File: src/rtl/wb8_arb_pkg.sv
// wb8_arb_pkg: shared types and constants for the two-master Wishbone arbiter.
//   arb_state_e   - arbiter FSM state encoding (IDLE=0, BUSY=1)
//   TIMER_W       - width of the BUSY watchdog counter
//   DATA_W        - Wishbone data width
//   TIMEOUT_*     - default watchdog limit and data returned on forced termination
package wb8_arb_pkg;

  typedef enum logic {
    ST_IDLE = 1'b0,
    ST_BUSY = 1'b1
  } arb_state_e;

  localparam int unsigned TIMEOUT_DEFAULT = 15;
  localparam int unsigned TIMER_W         = 8;
  localparam int unsigned DATA_W          = 8;
  localparam logic [DATA_W-1:0] TIMEOUT_DATA = 8'hFF;

endpackage

File: src/rtl/wb8_arb_timer.sv
// wb8_arb_timer: saturating watchdog counter for a BUSY slave transaction.
//   i_clk, i_reset - clock, synchronous active-high reset
//   i_clear        - zero the count (held while the arbiter is idle)
//   i_enable       - count one cycle (BUSY without slave ack)
//   i_limit        - compare value
//   o_at_limit     - count equals i_limit
module wb8_arb_timer
  import wb8_arb_pkg::*;
(
  input  logic               i_clk,
  input  logic               i_reset,
  input  logic               i_clear,
  input  logic               i_enable,
  input  logic [TIMER_W-1:0] i_limit,
  output logic               o_at_limit
);

  logic [TIMER_W-1:0] r_count;

  // Count stops at all-ones so a very long stall cannot wrap back under the limit.
  always_ff @(posedge i_clk) begin
    if (i_reset || i_clear) begin
      r_count <= '0;
    end else if (i_enable && (r_count != {TIMER_W{1'b1}})) begin
      r_count <= r_count + TIMER_W'(1);
    end
  end

  assign o_at_limit = (r_count == i_limit);

endmodule

File: src/rtl/wb8_arbiter2.sv
// wb8_arbiter2: round-robin arbiter giving two 8-bit Wishbone masters access to one slave.
//   I_wb_clk, I_reset             - clock, synchronous active-high reset
//   I_mX_stb/we/adr/dat           - master X request (X = 0, 1)
//   O_mX_ack/dat                  - master X response (ack and read data routed same cycle)
//   O_s_stb/we/adr/dat            - request forwarded to the slave
//   I_s_ack/dat                   - slave response
//   O_timeout                     - one-cycle pulse when a stalled transaction is force-terminated
// Outputs are decoded from the registered state so the slave ack reaches the master in the
// same cycle; an IDLE cycle always separates consecutive slave transactions.
module wb8_arbiter2
  import wb8_arb_pkg::*;
#(
  parameter int unsigned ADR_WIDTH = 1,
  parameter int unsigned TIMEOUT   = TIMEOUT_DEFAULT
) (
  input  logic                 I_wb_clk,
  input  logic                 I_reset,
  input  logic                 I_m0_stb,
  input  logic                 I_m0_we,
  input  logic [ADR_WIDTH-1:0] I_m0_adr,
  input  logic [DATA_W-1:0]    I_m0_dat,
  output logic                 O_m0_ack,
  output logic [DATA_W-1:0]    O_m0_dat,
  input  logic                 I_m1_stb,
  input  logic                 I_m1_we,
  input  logic [ADR_WIDTH-1:0] I_m1_adr,
  input  logic [DATA_W-1:0]    I_m1_dat,
  output logic                 O_m1_ack,
  output logic [DATA_W-1:0]    O_m1_dat,
  output logic                 O_s_stb,
  output logic                 O_s_we,
  output logic [ADR_WIDTH-1:0] O_s_adr,
  output logic [DATA_W-1:0]    O_s_dat,
  input  logic                 I_s_ack,
  input  logic [DATA_W-1:0]    I_s_dat,
  output logic                 O_timeout
);

  localparam logic [TIMER_W-1:0] LP_LIMIT = TIMER_W'(TIMEOUT - 1);

  arb_state_e r_state;
  arb_state_e w_state_next;
  logic       r_grant;
  logic       w_grant_next;
  logic       r_last;
  logic       w_last_next;

  logic                 w_g_stb;
  logic                 w_g_we;
  logic [ADR_WIDTH-1:0] w_g_adr;
  logic [DATA_W-1:0]    w_g_dat;

  logic w_timer_clear;
  logic w_timer_en;
  logic w_at_limit;

  // Request of the currently granted master.
  assign w_g_stb = r_grant ? I_m1_stb : I_m0_stb;
  assign w_g_we  = r_grant ? I_m1_we  : I_m0_we;
  assign w_g_adr = r_grant ? I_m1_adr : I_m0_adr;
  assign w_g_dat = r_grant ? I_m1_dat : I_m0_dat;

  // Held at zero while idle, so every BUSY entry starts from a cleared count.
  assign w_timer_clear = (r_state == ST_IDLE);
  assign w_timer_en    = (r_state == ST_BUSY) && !I_s_ack;

  wb8_arb_timer u_timer (
    .i_clk      (I_wb_clk),
    .i_reset    (I_reset),
    .i_clear    (w_timer_clear),
    .i_enable   (w_timer_en),
    .i_limit    (LP_LIMIT),
    .o_at_limit (w_at_limit)
  );

  // State, grant and round-robin history registers.
  always_ff @(posedge I_wb_clk) begin
    if (I_reset) begin
      r_state <= ST_IDLE;
      r_grant <= 1'b0;
      r_last  <= 1'b1;
    end else begin
      r_state <= w_state_next;
      r_grant <= w_grant_next;
      r_last  <= w_last_next;
    end
  end

  // Next-state and output decode.
  always_comb begin
    w_state_next = r_state;
    w_grant_next = r_grant;
    w_last_next  = r_last;
    O_s_stb      = 1'b0;
    O_s_we       = 1'b0;
    O_s_adr      = '0;
    O_s_dat      = '0;
    O_m0_ack     = 1'b0;
    O_m0_dat     = '0;
    O_m1_ack     = 1'b0;
    O_m1_dat     = '0;
    O_timeout    = 1'b0;

    // Reset wins over an in-flight transaction: nothing is acknowledged in that cycle.
    if (!I_reset) begin
      case (r_state)
        ST_IDLE: begin
          if (I_m0_stb && I_m1_stb) begin
            w_grant_next = !r_last;
            w_state_next = ST_BUSY;
          end else if (I_m0_stb) begin
            w_grant_next = 1'b0;
            w_state_next = ST_BUSY;
          end else if (I_m1_stb) begin
            w_grant_next = 1'b1;
            w_state_next = ST_BUSY;
          end
        end

        ST_BUSY: begin
          O_s_stb = w_g_stb;
          O_s_we  = w_g_we;
          O_s_adr = w_g_adr;
          O_s_dat = w_g_dat;
          if (I_s_ack) begin
            // Slave ack beats a coincident timeout.
            if (r_grant) begin
              O_m1_ack = 1'b1;
              O_m1_dat = I_s_dat;
            end else begin
              O_m0_ack = 1'b1;
              O_m0_dat = I_s_dat;
            end
            w_state_next = ST_IDLE;
            w_last_next  = r_grant;
          end else if (!w_g_stb) begin
            // Master abandoned the cycle: release silently.
            w_state_next = ST_IDLE;
            w_last_next  = r_grant;
          end else if (w_at_limit) begin
            O_s_stb   = 1'b0;
            O_timeout = 1'b1;
            if (r_grant) begin
              O_m1_ack = 1'b1;
              O_m1_dat = TIMEOUT_DATA;
            end else begin
              O_m0_ack = 1'b1;
              O_m0_dat = TIMEOUT_DATA;
            end
            w_state_next = ST_IDLE;
            w_last_next  = r_grant;
          end
        end

        default: w_state_next = ST_IDLE;
      endcase
    end
  end

endmodule

File: config.mk
export PLATFORM = sky130hd
export DESIGN_NAME = wb8_arbiter2
export DESIGN_NICKNAME = d
export VERILOG_FILES = /design/src/rtl/wb8_arb_pkg.sv /design/src/rtl/wb8_arb_timer.sv /design/src/rtl/wb8_arbiter2.sv
export SDC_FILE = /design/constraint.sdc
export NUM_CORES = 1
export LEC_CHECK = 0
export ABC_AREA = 0
export CAP_MARGIN = 20
export CORE_MARGIN = 10
export CORE_UTILIZATION = 35
export DETAILED_ROUTE_END_ITERATION = 10
export PLACE_DENSITY = 0.81
export SLEW_MARGIN = 20
export SYNTH_ARGS = -nofsm -noshare
export SYNTH_HDL_FRONTEND = slang
export SYNTH_SLANG_ARGS = --single-unit
File: constraint.sdc
create_clock -name I_wb_clk -period 2.1 [get_ports I_wb_clk]
set_input_delay 0.63 -clock I_wb_clk [delete_from_list [all_inputs] [get_ports I_wb_clk]]
set_output_delay 0.63 -clock I_wb_clk [all_outputs]
set_load 0.01 [all_outputs]
== Word level (Yosys, flattened, before mapping) ==
Cells that the tools add are included.
Storage, ports and cells
  register bits: 11
  input port bits: 33
  output and inout port bits: 30
  word-level logic and storage cells: 75
Operators by class
  add/sub/neg operators: 1
  equality and inequality tests: 3
  mux-type cells: 57
  bitwise gates (word level): 1
  reductions and logical operators: 9
Operators with widths (number)
  two-way mux 8 bit: 17
  two-way mux 1 bit: 39
  adder 8 x 1 -> 8 bit, second input constant: 1
  == test 8 x 4 -> 1 bit, second input constant: 1
  inequality test 8 bit, second input constant: 1
  AND reduction 2 bit: 2
  logical AND 1 bit: 3
  inequality test 3 x 2 -> 1 bit, second input constant: 1
  nonzero test 3 bit: 1
  zero test 1 bit: 2
  one-hot mux 1 bit (2 select lines): 1
  logical OR 1 bit: 1
  NOT 1 bit: 1

== Longest topological paths before layout ==
  word-level depth: 6
  depth in mapped cells: 6
  mapped depth without buffers: 6

== Cells and area by module ==
Synthesis repeated with hierarchy kept, for this count alone.
Second synthesis, totals
  cell total of the unflattened synthesis: 149
  area total of the unflattened synthesis: 1078.5 µm²
By module, submodules not included
  wb8_arbiter2: instances 1, cells an instance 93, area each 569.3 µm², sequential area each 60.1 µm²
  wb8_arb_timer: instances 1, cells an instance 56, area each 509.2 µm², sequential area each 160.2 µm²

== Least setup slack after synthesis ==
OpenSTA, ideal clock, no wires.
  path type: flip-flop to output port
  from: reg u_timer.r_count[4]
  to: out O_m1_dat[6]
  arrival: 1.349 ns
  data required time: 1.470 ns
  slack: 0.121 ns
  cell stages (with the launch flop): 5
  path buffers: 0
  cells stage by stage: dfxtp_1 or3_4 nor3_4 nand2_1 a21oi_1
On the way
  cells in the longest elaborated chain, start to end: 6
RTL lines
  from (decl): line wb8_arb_timer.sv:18  | logic [TIMER_W-1:0] r_count;
  from (signal assigned): line wb8_arb_timer.sv:25  | r_count <= r_count + TIMER_W'(1);
  == test 8 x 4 -> 1 bit: line wb8_arb_timer.sv:29  | assign o_at_limit = (r_count == i_limit);
  two-way mux 8 bit: line wb8_arbiter2.sv:140  | end else if (w_at_limit) begin
  two-way mux 8 bit: line wb8_arbiter2.sv:136  | end else if (!w_g_stb) begin
  two-way mux 8 bit: line wb8_arbiter2.sv:125  | if (I_s_ack) begin
  two-way mux 8 bit: line wb8_arbiter2.sv:106  | case (r_state)
  two-way mux 8 bit: line wb8_arbiter2.sv:105  | if (!I_reset) begin
  to (decl): line wb8_arbiter2.sv:29  | output logic [DATA_W-1:0] O_m1_dat,
No other way between the ends.

== Final worst setup path ==
  from: reg u_timer.r_count[0]
  to: out O_m0_dat[4]
On the way
  cells in the longest elaborated chain, start to end: 6
RTL lines
  == test 8 x 4 -> 1 bit: line wb8_arb_timer.sv:29
  two-way mux 8 bit: line wb8_arbiter2.sv:140
  two-way mux 8 bit: line wb8_arbiter2.sv:136
  two-way mux 8 bit: line wb8_arbiter2.sv:125
  two-way mux 8 bit: line wb8_arbiter2.sv:106
  two-way mux 8 bit: line wb8_arbiter2.sv:105
  to (decl): line wb8_arbiter2.sv:23  | output logic [DATA_W-1:0] O_m0_dat,
No other way between the ends.

==> summary.txt <==
Floorplanning
  • IO Pins: 63
  • Placeable Area: 2450 um^2
  • Die area: 4980 um^2
  • Die width: 70.6 um
  • Row count: 18
  • Die Y: 70.6 um
  • Starting Density: 36.4%

Place
  • Post-DP HPWL: 3060 um
  • Final GP Congestion: 0.885
  • Buffers on Ports: 62

Timing
  • Max Slew Vio Count: 0
  • Fmax: 404 MHz
  • Final Setup Violations: 20
  • Endpoints failing hold: 0
  • Final Skew: 0.00209 ns
  • Fin crit period: 2.48 ns
  • Tcrit/Tclk final: 118%
  • RSZ-0062 raised after global routing: true
  • Final worst setup slack: -0.377 ns
  • Hold WS: 0.522 ns
  • Least-Margin Pin Slew: 0.382 ns
  • Slew HR: 74.0%

GRT
  • Largest net degree at the start of global routing: 16
  • GR Overflow Total: 0
  • Global-route wire length before repair: 6420 um
  • Antenna violations before repair: 0
  • Number of global-route vias before repair: 1,352
  • Gr usage total: 15.4%

Critical path
  • Worst setup SP type: register
  • R2R depth: 8
  • Critical Path RT: 1.47 ns
  • Slowest CP cell: dfxtp_2
  • Largest stage delay, worst path: 0.33 ns
  • CP Data Arrival Time: 1.85 ns
  • Cell breakdown of the critical path: inv_2 > ha_4 > nand4b_1 > nor3_4 > buf_6 > nand2_8 > a21oi_2 > buf_2
  • Setup crit end kind: primary output
  • Reg2reg end: r_last
  • Crit path kind: register to primary output
  • Crit Path Max Fanout: 8
  • RR Startpoint: u_timer.r_count[0]
  • Flop2flop setup slack: 0.39 ns

Synthesis
  • Net Count, Synth: 160
  • Register area share after synthesis: 24.6%
  • Synth Register Bits: 11
  • Post-Syn Instances: 125
  • Ys Warns: 0
  • Syn Area/Cell: 7.16 um^2
  • Yosys cell types: 28
  • Cell Area, Synth: 895 um^2

Detailed routing
  • Via count: 1,328
  • Post-Route WL: 4360 um
  • DRC: 0
  • DR WL/cell: 17.8 um
  • Drt via density: 5.44
  • DR iter-0 viols: 125
  • Final ANT Viol Nets: 0
  • Detailed Routing Iterations Pass 1: 4

Clock tree
  • H-tree depth: 1
  • Clock tree buffer depth: 2
  • Skew-Pair Late Insertion Delay: 0.28 ns
  • CTS Root Cell: clkbuf_4
  • CTS Buf Count: 3
  • Clock sink count: 11
  • Clock slew at reported path FFs: 0.08 ns
  • CTS tree: done
  • CTS Hold Bufs: 0

Status
  • Failing checks: setup timing
  • Status: finished, violations left

Run
  • Max_cap viols: 0

Min path
  • Worst Hold Class: register to register
  • Hold worst-path end: r_last
  • Hold Crit Start: r_last
  • WHS Path Cells: 1

Power and ir drop
  • Power density cells: 328 nW/um^2
  • Post-layout power: 601 uW
  • Leakage: 0.000788 uW
  • Worst vdd ir: 0.000255 V

Layout
  • Final #Nets: 250
  • Layout cells sized above 1: 47.2%
  • Area Overhead vs Synth: 105%
  • Antenna cells: 0
cells in the mapped netlist:
| master | instances | area, um^2 |
|---|---|---|
| inv_1 | 4 | 15.0 |
| a31oi_1 | 4 | 25.0 |
| o21ai_0 | 4 | 20.0 |
| and3b_1 | 2 | 17.5 |
| mux2i_1 | 11 | 110 |
| a211oi_1 | 3 | 22.5 |
| nand2_1 | 15 | 56.3 |
| dfxtp_1 | 11 | 220 |
| and4_2 | 1 | 10.0 |
| nor3b_1 | 1 | 7.51 |
| nand3b_1 | 1 | 7.51 |
| nor3_4 | 1 | 16.3 |
| nand4b_1 | 2 | 17.5 |
| clkbuf_1 | 5 | 18.8 |
| buf_2 | 1 | 5.00 |
| or3_4 | 1 | 11.3 |
| ha_1 | 2 | 25.0 |
| o31a_1 | 1 | 8.76 |
| o32a_1 | 1 | 10.0 |
| nor2b_1 | 2 | 12.5 |
| a41oi_1 | 1 | 8.76 |
| and4b_1 | 1 | 10.0 |
| nor2_1 | 18 | 67.6 |
| nand2b_1 | 3 | 18.8 |
| nor3_1 | 6 | 30.0 |
| a21oi_1 | 19 | 95.1 |
| nand3_1 | 2 | 10.0 |
| xnor2_1 | 2 | 17.5 |
what timing repair did:
action / in CTS / in global routing
endpoints found under the hold margin: 0 / 0
resized for setup: 150 / 28
gates cloned: 0 / 0
setup endpoints to repair: 30 / 24
buffers inserted: 4 / 2
pin swaps: 4 / 14
cells by family (layout without fill, tap and decap cells):
| group | count (synthesis) | count (layout) | synth area share [%] |
|---|---|---|---|
| and+or+nand+nor | 56 | 56 | 32.7 |
| AOI/OAI and AO/OA | 33 | 33 | 21.3 |
| muxes | 11 | 11 | 12.3 |
| DFF | 11 | 11 | 24.6 |
| buffers and inverters | 10 | 99 | 4.33 |
| adders and majority gates | 2 | 2 | 2.80 |
| xor gates and xnor gates | 2 | 2 | 1.96 |
worst max path at each step:
| stage | start | to |
|---|---|---|
| 2_1_floorplan | u_timer.r_count[4] | O_m1_dat[6] |
| 3_3_place_gp | I_s_ack | O_m1_dat[7] |
| 3_5_place_dp | I_s_ack | O_m0_dat[6] |
| 4_1_cts | u_timer.r_count[7] | O_m1_dat[6] |
| 5_1_grt | u_timer.r_count[0] | O_m1_dat[1] |
| 6_report | u_timer.r_count[0] | O_m0_dat[4] |
area by class of cell:
class                   count  area (um^2)
clock buffers               4         26.3
flip-flops and latches     11          225
inverters                   4         15.0
well taps                  30         37.5
repair buffers             91          713
multi-input cells         104          815
fillers                   185          623
metal layers:
metal | track usage [%] | wire [um]
met2 | 26.4 | 2050
met4 | 7.74 | 140
met3 | 6.56 | 420
met5 | 0 | 0
met1 | 15.7 | 1740
state kept, by name, indices dropped and copies added, names as in the netlist:
register	flops
u_timer.r_count	8
r_grant	1
r_last	1
r_state	1
cell usage in the layout (no fill, tap or decap), drive strengths merged, types with 3 or more instances in the layout:
cell | Yosys | final
dlygate4sd2 | 0 | 3
clkbuf | 5 | 5
clkdlybuf4s50 | 0 | 27
a21oi | 19 | 19
nor3 | 7 | 7
buf | 1 | 58
nand2 | 15 | 15
dfxtp | 11 | 11
o21ai | 4 | 4
nand2b | 3 | 3
nor2 | 18 | 18
inv | 4 | 4
a211oi | 3 | 3
mux2i | 11 | 11
a31oi | 4 | 4
per-stage QoR:
step           TNS [ns]  instances  area [um^2]  utilization [%]  worst slack, ns
2_1_floorplan         0        125          895                -            0.121
3_3_place_gp     -22.38        234         1700             69.3           -0.828
3_5_place_dp     -23.37        234         1700             69.3           -0.869
4_1_cts           -5.37        242         1730             70.6           -0.297
5_1_grt           -7.71        244         1830             74.6           -0.438
6_report          -6.14        244         1830             74.6           -0.377
power breakdown:
group / switching (uW) / internal, uW / total (uW)
clock: 85.8 / 73.9 / 160
sequential: 6.34 / 215 / 222
combinational: 98.8 / 121 / 220
worst max-delay path, delay by kind of cell (launching register included):
kind                     cells  cell delay [ns]
AND/OR/NAND/NOR              3             0.54
buffers and inverters        3             0.40
flip-flops                   1             0.33
AO/OA/AOI/OAI                1             0.17
adder cells (fa/ha/maj)      1             0.12
No activity file was read; power rests on OpenSTA's default activity.
==> RTL change, RTL diff (same settings) <==
The package constant `DATA_W` goes from 8 to 12.
--- a/src/rtl/wb8_arb_pkg.sv
+++ b/src/rtl/wb8_arb_pkg.sv
@@ -12,7 +12,7 @@
 
   localparam int unsigned TIMEOUT_DEFAULT = 15;
   localparam int unsigned TIMER_W         = 8;
-  localparam int unsigned DATA_W          = 8;
+  localparam int unsigned DATA_W          = 12;
   localparam logic [DATA_W-1:0] TIMEOUT_DATA = 8'hFF;
 
 endpackage
Ports: changed (6 resized); port bits go from 63 to 87. The function was not compared with the original's and may differ.
==> RTL change against the original RTL <==
The run still ends with negative setup slack left. First-iteration DRC count decreased by 23%. Wire length grew 22%. Non-clock buffer count rose by 24. Critical endpoint is now O_m1_dat[1]. Maximum frequency rose by 7.5%. Sequential cell count stayed put. Register-to-register slack better by 0.10 ns. Clock power barely moved. Cell area up 16%. Core utilization increased by 1.4 points. Global-route usage increased by 3.6 points. Synthesized area up 17%. Critical path depth shrank 3. Setup slack gained 0.17 ns. Largest power group is now combinational cells. Total power grew 14%.
==> RTL change: results (changes against the original RTL) <==
| Metric | Value |
|---|---|
| Synthesized Nets | 192 (+20%) |
| Static power due to leakage | 0.000965 uW (+22%) |
| Setup-failing EPs final | 21 (+5.0%) |
| Number of nets at the end of the flow | 306 (+22%) |
| Maximum fanout along the worst path | 4 (-4) |
| Weighted congestion reported at the end of routability-driven placement | 0.886 (about the same) |
| Internal power | 459 uW (+12%) |
| Total negative setup slack | -3.20 ns (+2.94 ns) |
| Final worst-path setup slack | -0.204 ns (+0.173 ns) |
| Worst Max-Slew Pin Slew | 0.313 ns (-0.0685 ns) |
| Leading post-synthesis cells by cell area | sky130_fd_sc_hd__dfxtp_1 21%, sky130_fd_sc_hd__mux2i_1 14%, sky130_fd_sc_hd__nor2_1 9.6% |
| Total number of vias | 1560 (+17%) |
| Wire length after detailed routing | 5.33 mm (+22%) |
| Count of unique library cells instantiated by Yosys | 35 (+25%) |
| DP Wirelength | 4.02 mm (+31%) |
| Failing checks | negative setup slack |
| Average cell area after synthesis | 7.25 um2 (+1.3%) |
| Status | finished, violations left |
| Wire length of the first global-routing pass | 8.31 mm (+29%) |
| Via density per instance | 5.40 (-0.82%) |
| Register containing the most flip-flops in the final layout | u_timer.r_count |
| Worst endpoint data arrival time | 1.67 ns (-0.18 ns) |
| Proportion of synthesized chip area in sequential cells | 0.210 (-0.0366) |
| Kind of path behind the tightest hold check | primary input to flip-flop |
| Share of post-route cells with drive strength above 1 | 0.469 (-0.00297) |
| Commonest cells in the synthesized netlist | 27 x sky130_fd_sc_hd__nor2_1, 15 x sky130_fd_sc_hd__mux2i_1, 11 x sky130_fd_sc_hd__dfxtp_1, 10 x sky130_fd_sc_hd__o21ai_0 |
| Length of the first detailed-routing pass in iterations | 6 (+2) |
| Clock Skews | 0.00436 ns (+0.00228 ns) |
| Overall routing resource usage | 0.190 (+0.0355) |
==> RTL change: cell count changes in the layout (fill, tap and decap cells not counted), sizes merged, moves of 4 or more <==
cell	change
a21oi	-12
and2	+9
and3	+5
buf	+14
clkdlybuf4s50	+13
mux2i	+4
nand2	-10
nor2	+18
o21ai	+6
==> RTL change: logic make-up after synthesis <==
| logic type | share of synthesized area |
|---|---|
| flip-flops | 0.210 |
| XOR/XNOR | 0.00833 |
| AND/OR/NAND/NOR | 0.406 |
| buffers and inverters | 0.0536 |
| multiplexers | 0.143 |
| AO/OA/AOI/OAI | 0.156 |
| adder cells (fa/ha/maj) | 0.0238 |
==> RTL change: timing repair <==
item	4_1_cts	5_1_grt
buffers inserted	5	1
resized for setup	220	9
hold buffers	0	0
pin swaps	24	11
gates cloned	2	0
endpoints found under the setup margin	42	29
==> RTL change: layout make-up <==
| type | count | share of cell area |
|---|---|---|
| timing repair buffer | 115 | 0.424 |
| clock buffer | 4 | 0.0123 |
| sequential | 11 | 0.107 |
| tap | 31 | 0.0182 |
| multi-input combinational | 124 | 0.432 |
| inverter | 4 | 0.00704 |
==> RTL change: worst max-delay path, cell delays in order, from the launching register on <==
cell and delay (ns):
sky130_fd_sc_hd__dfxtp_2 0.34, sky130_fd_sc_hd__nor4_4 0.35, sky130_fd_sc_hd__a41o_1 0.30, sky130_fd_sc_hd__nand2_2 0.12, sky130_fd_sc_hd__nor2_2 0.12, sky130_fd_sc_hd__buf_2 0.15
==> RTL change: power groups by stage <==
stage               registers [uW]  logic (uW)  clock network (uW)
floorplan                      225         107                   0
global placement               226         270                   0
detailed placement             226         278                   0
CTS                            226         296                 157
global route                   228         324                 173
finish                         228         300                 160
==> RTL change: metal layers <==
metal / up-vias / part of all wire / GRT usage / wire length [um]
met5: - / 0 / 0 / 0
met4: 0 / 0.025 / 0.0735 / 133
met3: 14 / 0.11 / 0.0933 / 610
met2: 85 / 0.52 / 0.341 / 2770
met1: 717 / 0.34 / 0.183 / 1820
li1: 744 / - / - / -
==> RTL change: worst paths after layout <==
check	startpoint	to	slack, ns	cells after the start
worst max-delay path	u_timer.r_count[7]	O_m1_dat[1]	-0.20	5
worst min-delay path	I_reset	r_grant	0.55	2
worst max register to register	u_timer.r_count[4]	r_state	0.49	7
worst min register to register	r_last	r_last	0.55	2
==> RTL change: metrics by stage <==
step	total power [uW]	cell area, um2	util	worst slack (ns)
global route	725	2130	0.760	-0.307
global placement	496	2080	0.742	-0.824
finish	688	2130	0.760	-0.204
detailed placement	505	2080	0.742	-0.922
CTS	679	2110	0.753	-0.220
floorplan	332	1050	-	0.0873
